--- config.mk ---
export PLATFORM = sky130hd
export DESIGN_NAME = instr_sequencer_flat
export DESIGN_NICKNAME = d
export VERILOG_FILES = /design/src/rtl/seq_pkg.sv /design/src/rtl/instr_sequencer_if.sv /design/src/rtl/seq_prog_mem.sv /design/src/rtl/instr_sequencer.sv /design/src/flat_wrapper.sv
export SDC_FILE = /design/constraint.sdc
export NUM_CORES = 1
export LEC_CHECK = 0
export BUFFER_PORTS_ARGS = -buffer_cell sky130_fd_sc_hd__buf_2
export CAP_MARGIN = 20
export CORE_MARGIN = 8
export CORE_UTILIZATION = 45
export DETAILED_ROUTE_END_ITERATION = 10
export GPL_TIMING_DRIVEN = 0
export PLACE_DENSITY_LB_ADDON = 0.12
export SETUP_SLACK_MARGIN = 0.15
export SYNTH_ARGS = -nofsm -noshare
export SYNTH_HDL_FRONTEND = slang
export SYNTH_HIERARCHICAL = 1
export SYNTH_SLANG_ARGS = --single-unit
--- constraint.sdc ---
create_clock -name clk -period 2.5 [get_ports clk]
set_input_delay 0.5 -clock clk [delete_from_list [all_inputs] [get_ports clk]]
set_output_delay 0.5 -clock clk [all_outputs]
set_load 0.01 [all_outputs]
--- src/rtl/seq_pkg.sv ---
// Shared types and constants for the instruction sequencer.
// Holds the packed program word, the FSM state type and the default geometry.
// OP_NOP doubles as the HALT marker because the cpu ignores 0xF_ opcodes.
package seq_pkg;

  localparam int SEQ_DEPTH  = 16;
  localparam int SEQ_ADDR_W = 4;

  localparam logic [7:0] OP_NOP = 8'hFF;

  typedef struct packed {
    logic [7:0] instr;
    logic [3:0] imm;
  } word_t;

  // Contents a program word holds before anything has been written to it.
  localparam word_t BLANK_WORD = '{instr: OP_NOP, imm: 4'h0};

  typedef enum logic [1:0] {
    IDLE   = 2'd0,
    RUN    = 2'd1,
    HALTED = 2'd2
  } state_t;

endpackage

--- src/rtl/instr_sequencer_if.sv ---
// Bus between the board/control side and the sequencer.
// Ports: write port (wr_en/wr_addr/wr_instr/wr_imm), control pulses
// (start/abort/step) and the cpu-facing outputs (instruction/immediate/pc/flags).
// master = board/control side, slave = sequencer.
interface instr_sequencer_if
  import seq_pkg::*;
#(
  parameter int ADDR_W = SEQ_ADDR_W
) ();

  logic              wr_en;
  logic [ADDR_W-1:0] wr_addr;
  logic [7:0]        wr_instr;
  logic [3:0]        wr_imm;
  logic              start;
  logic              abort;
  logic              step;
  logic [7:0]        instruction;
  logic [3:0]        immediate;
  logic [ADDR_W-1:0] pc;
  logic              instr_valid;
  logic              running;
  logic              halted;

  modport master (
    output wr_en, wr_addr, wr_instr, wr_imm, start, abort, step,
    input  instruction, immediate, pc, instr_valid, running, halted
  );

  modport slave (
    input  wr_en, wr_addr, wr_instr, wr_imm, start, abort, step,
    output instruction, immediate, pc, instr_valid, running, halted
  );

endinterface

--- src/rtl/seq_prog_mem.sv ---
// Program store: DEPTH x 12-bit distributed RAM, synchronous write, async read.
// Latency: write lands at the clock edge; read is combinational.
// Ports: clk, we/wr_addr/wr_data write side, rd_addr/rd_data read side.
module seq_prog_mem
  import seq_pkg::*;
#(
  parameter int DEPTH  = SEQ_DEPTH,
  parameter int ADDR_W = SEQ_ADDR_W
) (
  input  logic              clk,
  input  logic              we,
  input  logic [ADDR_W-1:0] wr_addr,
  input  word_t             wr_data,
  input  logic [ADDR_W-1:0] rd_addr,
  output word_t             rd_data
);

  // Words are stored XOR-ed with BLANK_WORD so that the all-zero contents the
  // device powers up with read back as NOP/0 without any explicit init data.
  logic [11:0] mem [DEPTH];

  always_ff @(posedge clk) begin
    if (we) begin
      mem[wr_addr] <= wr_data ^ BLANK_WORD;
    end
  end

  assign rd_data = mem[rd_addr] ^ BLANK_WORD;

endmodule

--- src/rtl/instr_sequencer.sv ---
// Instruction-stream producer: issues one stored word per step to the cpu.
// Latency: 1 cycle from a sampled step to the new registered outputs.
// No backpressure: step is a tick; a word is held until the next step.
// Ports: clk, rst (sync, active-high), bus (instr_sequencer_if.slave).
// Build option SEQ_LOOP_EN: wrap to address 0 after the last word instead of halting.
module instr_sequencer
  import seq_pkg::*;
#(
  parameter int DEPTH  = SEQ_DEPTH,
  parameter int ADDR_W = SEQ_ADDR_W
) (
  input  logic                clk,
  input  logic                rst,
  instr_sequencer_if.slave    bus
);

  localparam logic [ADDR_W-1:0] LAST_ADDR = ADDR_W'(DEPTH - 1);

  state_t            state;
  logic [ADDR_W-1:0] fp;       // address of the next word to fetch
  word_t             rd_word;
  word_t             wr_word;
  logic              mem_we;

  assign wr_word = '{instr: bus.wr_instr, imm: bus.wr_imm};
  // The program may only change while nothing is being fetched from it.
  assign mem_we  = bus.wr_en && (state != RUN);

  seq_prog_mem #(
    .DEPTH  (DEPTH),
    .ADDR_W (ADDR_W)
  ) u_mem (
    .clk     (clk),
    .we      (mem_we),
    .wr_addr (bus.wr_addr),
    .wr_data (wr_word),
    .rd_addr (fp),
    .rd_data (rd_word)
  );

  always_ff @(posedge clk) begin
    if (rst) begin
      state           <= IDLE;
      fp              <= '0;
      bus.pc          <= '0;
      bus.instruction <= OP_NOP;
      bus.immediate   <= 4'h0;
      bus.instr_valid <= 1'b0;
      bus.running     <= 1'b0;
      bus.halted      <= 1'b0;
    end else begin
      bus.instr_valid <= 1'b0;
      if (bus.abort) begin
        state           <= IDLE;
        fp              <= '0;
        bus.pc          <= '0;
        bus.instruction <= OP_NOP;
        bus.immediate   <= 4'h0;
        bus.running     <= 1'b0;
        bus.halted      <= 1'b0;
      end else begin
        case (state)
          IDLE, HALTED: begin
            // A step arriving with start is swallowed: entering RUN is all
            // that happens this cycle.
            if (bus.start) begin
              state           <= RUN;
              fp              <= '0;
              bus.pc          <= '0;
              bus.instruction <= OP_NOP;
              bus.immediate   <= 4'h0;
              bus.running     <= 1'b1;
              bus.halted      <= 1'b0;
            end
          end
          RUN: begin
            if (bus.start) begin
              // Restart from the top of the program.
              fp              <= '0;
              bus.pc          <= '0;
              bus.instruction <= OP_NOP;
              bus.immediate   <= 4'h0;
            end else if (bus.step) begin
              if (rd_word.instr == OP_NOP) begin
                // HALT word: the previously issued word stays presented.
                state       <= HALTED;
                bus.running <= 1'b0;
                bus.halted  <= 1'b1;
              end else begin
                bus.instruction <= rd_word.instr;
                bus.immediate   <= rd_word.imm;
                bus.pc          <= fp;
                bus.instr_valid <= 1'b1;
                fp              <= fp + 1'b1;  // wraps to 0 past the last word
`ifndef SEQ_LOOP_EN
                if (fp == LAST_ADDR) begin
                  state       <= HALTED;
                  bus.running <= 1'b0;
                  bus.halted  <= 1'b1;
                end
`endif
              end
            end
          end
          default: begin
            state <= IDLE;
          end
        endcase
      end
    end
  end

endmodule
--- src/flat_wrapper.sv ---
// flat-port wrapper written by rule: the top's interface ports become plain ports
module instr_sequencer_flat import seq_pkg::*;
#(
  parameter int DEPTH  = SEQ_DEPTH,
  parameter int ADDR_W = SEQ_ADDR_W
)
  (clk, rst, bus_wr_en, bus_wr_addr, bus_wr_instr, bus_wr_imm, bus_start, bus_abort, bus_step, bus_instruction, bus_immediate, bus_pc, bus_instr_valid, bus_running, bus_halted);
  instr_sequencer_if #(.ADDR_W(ADDR_W)) bus_i ();
  input  logic clk;
  input  logic rst;
  input wire logic [$bits(bus_i.wr_en)-1:0] bus_wr_en;
  input wire logic [$bits(bus_i.wr_addr)-1:0] bus_wr_addr;
  input wire logic [$bits(bus_i.wr_instr)-1:0] bus_wr_instr;
  input wire logic [$bits(bus_i.wr_imm)-1:0] bus_wr_imm;
  input wire logic [$bits(bus_i.start)-1:0] bus_start;
  input wire logic [$bits(bus_i.abort)-1:0] bus_abort;
  input wire logic [$bits(bus_i.step)-1:0] bus_step;
  output wire logic [$bits(bus_i.instruction)-1:0] bus_instruction;
  output wire logic [$bits(bus_i.immediate)-1:0] bus_immediate;
  output wire logic [$bits(bus_i.pc)-1:0] bus_pc;
  output wire logic [$bits(bus_i.instr_valid)-1:0] bus_instr_valid;
  output wire logic [$bits(bus_i.running)-1:0] bus_running;
  output wire logic [$bits(bus_i.halted)-1:0] bus_halted;
  assign bus_i.wr_en = bus_wr_en;
  assign bus_i.wr_addr = bus_wr_addr;
  assign bus_i.wr_instr = bus_wr_instr;
  assign bus_i.wr_imm = bus_wr_imm;
  assign bus_i.start = bus_start;
  assign bus_i.abort = bus_abort;
  assign bus_i.step = bus_step;
  assign bus_instruction = bus_i.instruction;
  assign bus_immediate = bus_i.immediate;
  assign bus_pc = bus_i.pc;
  assign bus_instr_valid = bus_i.instr_valid;
  assign bus_running = bus_i.running;
  assign bus_halted = bus_i.halted;
  instr_sequencer #(.DEPTH(DEPTH), .ADDR_W(ADDR_W)) u_core (.clk(clk), .rst(rst), .bus(bus_i));
endmodule
==> impl_results.rst <==
.. list-table::
   :header-rows: 1

   * - Metric
     - Value
   * - Worst clock skew on the final layout
     - 5.87 ps
   * - Floorplan die width
     - 152 um
   * - Cells taking the most area after synthesis
     - sky130_fd_sc_hd__edfxtp_1 69%, sky130_fd_sc_hd__mux4_2 13%, sky130_fd_sc_hd__dfxtp_1 6.0%
   * - Maximum fanout along the worst path
     - 10
   * - Number of pins with negative max-slew slack in the final report
     - 0
   * - Worst flop-to-flop path startpoint
     - u_core/fp[0]
   * - Setup Crit Path Kind
     - flip-flop to flip-flop
   * - Length of the first detailed-routing pass in iterations
     - 4
   * - Standard-cell rows
     - 49
   * - Chip height
     - 152 um
   * - Synth warn
     - 6
   * - TritonCTS buffer count
     - 24
   * - Worst Reg-to-Reg Cells
     - 10
   * - Die area
     - 23,100 um^2
   * - Count of buffers inserted at the top-level ports
     - 40
   * - Dominant synthesized flop cell
     - sky130_fd_sc_hd__edfxtp_1
   * - Gate count after technology mapping
     - 413
   * - Remaining max-slew budget at the tightest pin
     - 55.8%
   * - Cell type with the highest aggregate area in the netlist
     - sky130_fd_sc_hd__edfxtp_1
   * - Post-synth EDFFs
     - 192
   * - Hold Buf Count CTS
     - 0
   * - Root Buffer Master
     - sky130_fd_sc_hd__clkbuf_16
   * - Proportion of layout cells with a drive suffix above 1
     - 39.2%
   * - Number of hold violations in the final report
     - 0
   * - Unique cell type count in the Yosys netlist
     - 43
   * - Pin count of the biggest net entering global routing
     - 17
   * - Avg Cell Area, Syn
     - 20.1 um^2
   * - Number of remaining DRC errors
     - 0
   * - Area of the core
     - 18,000 um^2
   * - Synth-to-layout area growth
     - 20.7%
   * - End point of the critical path
     - u_core/bus.instruction[0]
   * - I/O pin cnt
     - 41
   * - Worst slew pin tran
     - 661 ps
   * - Ratio of final minimum period to clock period
     - 105%
   * - Share of synthesized area occupied by flip-flops and latches
     - 75.4%
   * - Final Critical Period
     - 2620 ps
   * - Sinks on Clock Net
     - 217
   * - Cell leakage power
     - 0.00331 uW
   * - Final setup violation count
     - 19
   * - Count of nets left with antenna violations after detail routing
     - 0
   * - Final nets
     - 531
   * - Critical Path Source
     - u_core/fp[0]
   * - Setup TNS after final layout
     - -1590 ps
   * - Initial standard-cell utilization of the core
     - 46.1%
   * - Flop and latch count out of synthesis
     - 217
   * - Diodes inserted
     - 0
   * - Post-Route Hold Slack
     - 223 ps
   * - Clock-pin slew of the registers on the worst-case setup and hold paths
     - 60 ps
   * - Final core utilization
     - 55.7%
   * - Netlist area before placement
     - 8310 um^2
   * - RSZ-0062 raised after global routing
     - true
   * - Hpwl dp
     - 11.9 mm
   * - Reg-to-reg critical path endpoint
     - u_core/bus.instruction[0]
   * - Post-synthesis net count
     - 436
   * - Portion of synthesized cell area occupied by the leading cell type
     - 69.4%
   * - Highest attainable clock frequency
     - 0.382 GHz
   * - Worst vdd rail ir drop
     - 0.000607 V
   * - Worst Hold Class
     - input port to flip-flop
   * - Total power per unit cell area
     - 729 nW/um^2
   * - Via count of the first global-routing pass
     - 4,540
   * - Minimum setup slack in the final design
     - -119 ps
   * - Type of element capturing the critical path
     - flip-flop
   * - Worst EP required
     - 2880 ps
   * - Failing checks
     - setup timing
   * - Clock latency on the worst-skew pair
     - 500 ps
   * - Outcome
     - complete, but fails checks
   * - Global-route wire length before repair
     - 27.5 mm
   * - Maximum Capacitance Violations
     - 0
   * - Number of antenna violations at the first check in global routing
     - 0
   * - Most used cell along the critical path
     - sky130_fd_sc_hd__buf_12
   * - Min-Delay Path Depth
     - 2
   * - Final RePlAce weighted congestion
     - 0.787
   * - Mean number of vias per cell
     - 5.67
   * - Htree depth
     - 1
   * - Stage delay of the slowest cell on the critical path
     - 490 ps
   * - Congestion Overflow GR
     - 0
   * - Routed vias
     - 4,274
   * - Critical-path top delay cell
     - sky130_fd_sc_hd__mux4_2
   * - TritonCTS clock tree
     - yes
   * - Post-Place Setup Slack
     - -728 ps
   * - Crit path cell chain
     - buf_12 -> buf_12 -> mux4_2 -> a22o_1 -> nor2_2 -> nand4_1 -> o221ai_2 -> nand3b_1 -> buf_6 -> o22a_1
   * - Total global routing track utilization
     - 15.5%
   * - Wire length reported by the detailed router
     - 18.0 mm
   * - Critical path arrival
     - 3000 ps
   * - Share of flip-flops with an asynchronous set or reset after synthesis
     - 0%
   * - Max clock buf depth
     - 3
   * - Type of origin of the critical path
     - flip-flop
   * - Detailed router's first-iteration violation count
     - 234
   * - Wire length per cell after detailed routing
     - 23.9 um
   * - Minimum setup slack among reg-to-reg paths
     - -120 ps
   * - Tot Pwr
     - 7310 uW
sequential cells by signal, summed over array words and instances (netlist names), 2 cells and up:
| register | cells |
|---|---|
| u_core/bus.immediate | 4 |
| u_core/u_mem/mem | 192 |
| u_core/bus.instruction | 8 |
| u_core/state | 2 |
| u_core/fp | 4 |
| u_core/bus.pc | 4 |
cell usage after synthesis (5+ instances only):
cell / instances
sky130_fd_sc_hd__edfxtp_1: 192
sky130_fd_sc_hd__mux4_2: 48
sky130_fd_sc_hd__nor2_1: 26
sky130_fd_sc_hd__dfxtp_1: 25
sky130_fd_sc_hd__a22o_1: 24
sky130_fd_sc_hd__inv_1: 9
sky130_fd_sc_hd__a22oi_1: 8
sky130_fd_sc_hd__o22a_1: 8
sky130_fd_sc_hd__buf_2: 6
sky130_fd_sc_hd__clkbuf_1: 6
sky130_fd_sc_hd__nand2_1: 5
sky130_fd_sc_hd__nand3b_1: 5
sky130_fd_sc_hd__nor3_1: 5
metrics by stage:
stage	instances	instance area (um^2)
floorplan	413	8360
global placement	682	8850
detailed placement	698	9030
CTS	750	9950
global route	754	10000
finish	754	10000
power breakdown:
part	internal [uW]	switching (uW)
clock network	1820	1310
registers	3980	8.56
logic	62.7	128
total	5860	1450
area by class of cell:
| cell class | instances | area (um^2) |
|---|---|---|
| clock buffers | 32 | 652 |
| well taps | 229 | 287 |
| fillers | 1405 | 7990 |
| multi-input cells | 169 | 2050 |
| clock inverters | 11 | 48.8 |
| flip-flops and latches | 217 | 6280 |
| inverters | 10 | 37.5 |
| repair buffers | 69 | 479 |
| plain buffers | 17 | 201 |
metal layers:
| metal | global-route usage (%) | wire [um] | vias up |
|---|---|---|---|
| met1 | 19.2 | 7460 | 2231 |
| met4 | 4.34 | 473 | 0 |
| met3 | 3.16 | 968 | 32 |
| met2 | 26.9 | 9140 | 96 |
| met5 | 0 | 0 | - |
| li1 | - | - | 1915 |
critical path, delay by kind of cell (launching register included):
kind / cells / cell delay [ps]
AO/OA/AOI/OAI: 3 / 700
buffers and inverters: 3 / 450
flip-flops: 1 / 410
multiplexers: 1 / 490
AND/OR/NAND/NOR: 3 / 450
what timing repair did:
action,in CTS,in global routing
setup buffers,9,4
resized for setup,42,16
setup endpoints to repair,68,76
pin swaps,19,4
kinds of logic after synthesis:
| logic type | synth area share [%] |
|---|---|
| multiplexers | 13.1 |
| flip-flops | 75.4 |
| buffers and inverters | 1.72 |
| AO/OA/AOI/OAI | 5.42 |
| AND/OR/NAND/NOR | 4.21 |
| adder cells (fa/ha/maj) | 0.150 |
cells in the final DEF (no fill, tap or decap), types with 2 or more instances in the layout:
master	count
sky130_fd_sc_hd__a22o_1	23
sky130_fd_sc_hd__a22oi_1	8
sky130_fd_sc_hd__a31oi_1	2
sky130_fd_sc_hd__and2b_4	2
sky130_fd_sc_hd__buf_12	3
sky130_fd_sc_hd__buf_2	41
sky130_fd_sc_hd__buf_4	15
sky130_fd_sc_hd__buf_6	17
sky130_fd_sc_hd__buf_8	4
sky130_fd_sc_hd__clkbuf_1	7
sky130_fd_sc_hd__clkbuf_16	25
sky130_fd_sc_hd__clkbuf_4	5
sky130_fd_sc_hd__clkinv_1	5
sky130_fd_sc_hd__clkinv_2	6
sky130_fd_sc_hd__dfxtp_1	21
sky130_fd_sc_hd__dfxtp_2	2
sky130_fd_sc_hd__dfxtp_4	2
sky130_fd_sc_hd__edfxtp_1	192
sky130_fd_sc_hd__inv_1	9
sky130_fd_sc_hd__mux4_2	48
sky130_fd_sc_hd__nand2_1	5
sky130_fd_sc_hd__nand2b_1	2
sky130_fd_sc_hd__nand3_1	4
sky130_fd_sc_hd__nand3b_1	5
sky130_fd_sc_hd__nand4_1	2
sky130_fd_sc_hd__nand4b_1	2
sky130_fd_sc_hd__nor2_1	10
sky130_fd_sc_hd__nor2_2	10
sky130_fd_sc_hd__nor2_4	6
sky130_fd_sc_hd__nor2b_2	3
sky130_fd_sc_hd__nor3_2	4
sky130_fd_sc_hd__nor3_4	2
sky130_fd_sc_hd__o21ai_0	2
sky130_fd_sc_hd__o22a_1	8
worst min-delay path by stage:
stage / startpoint / to / slack [ps]
6_report: rst / u_core/state[0] / 220
3_5_place_dp: u_core/bus.immediate[1] / u_core/bus.immediate[1] / 460
3_3_place_gp: u_core/bus.pc[2] / u_core/bus.pc[2] / 460
2_1_floorplan: u_core/state[1] / u_core/state[1] / 480
4_1_cts: rst / u_core/state[0] / 200
5_1_grt: rst / u_core/state[0] / 210
No activity file was read; power rests on OpenSTA's default activity.
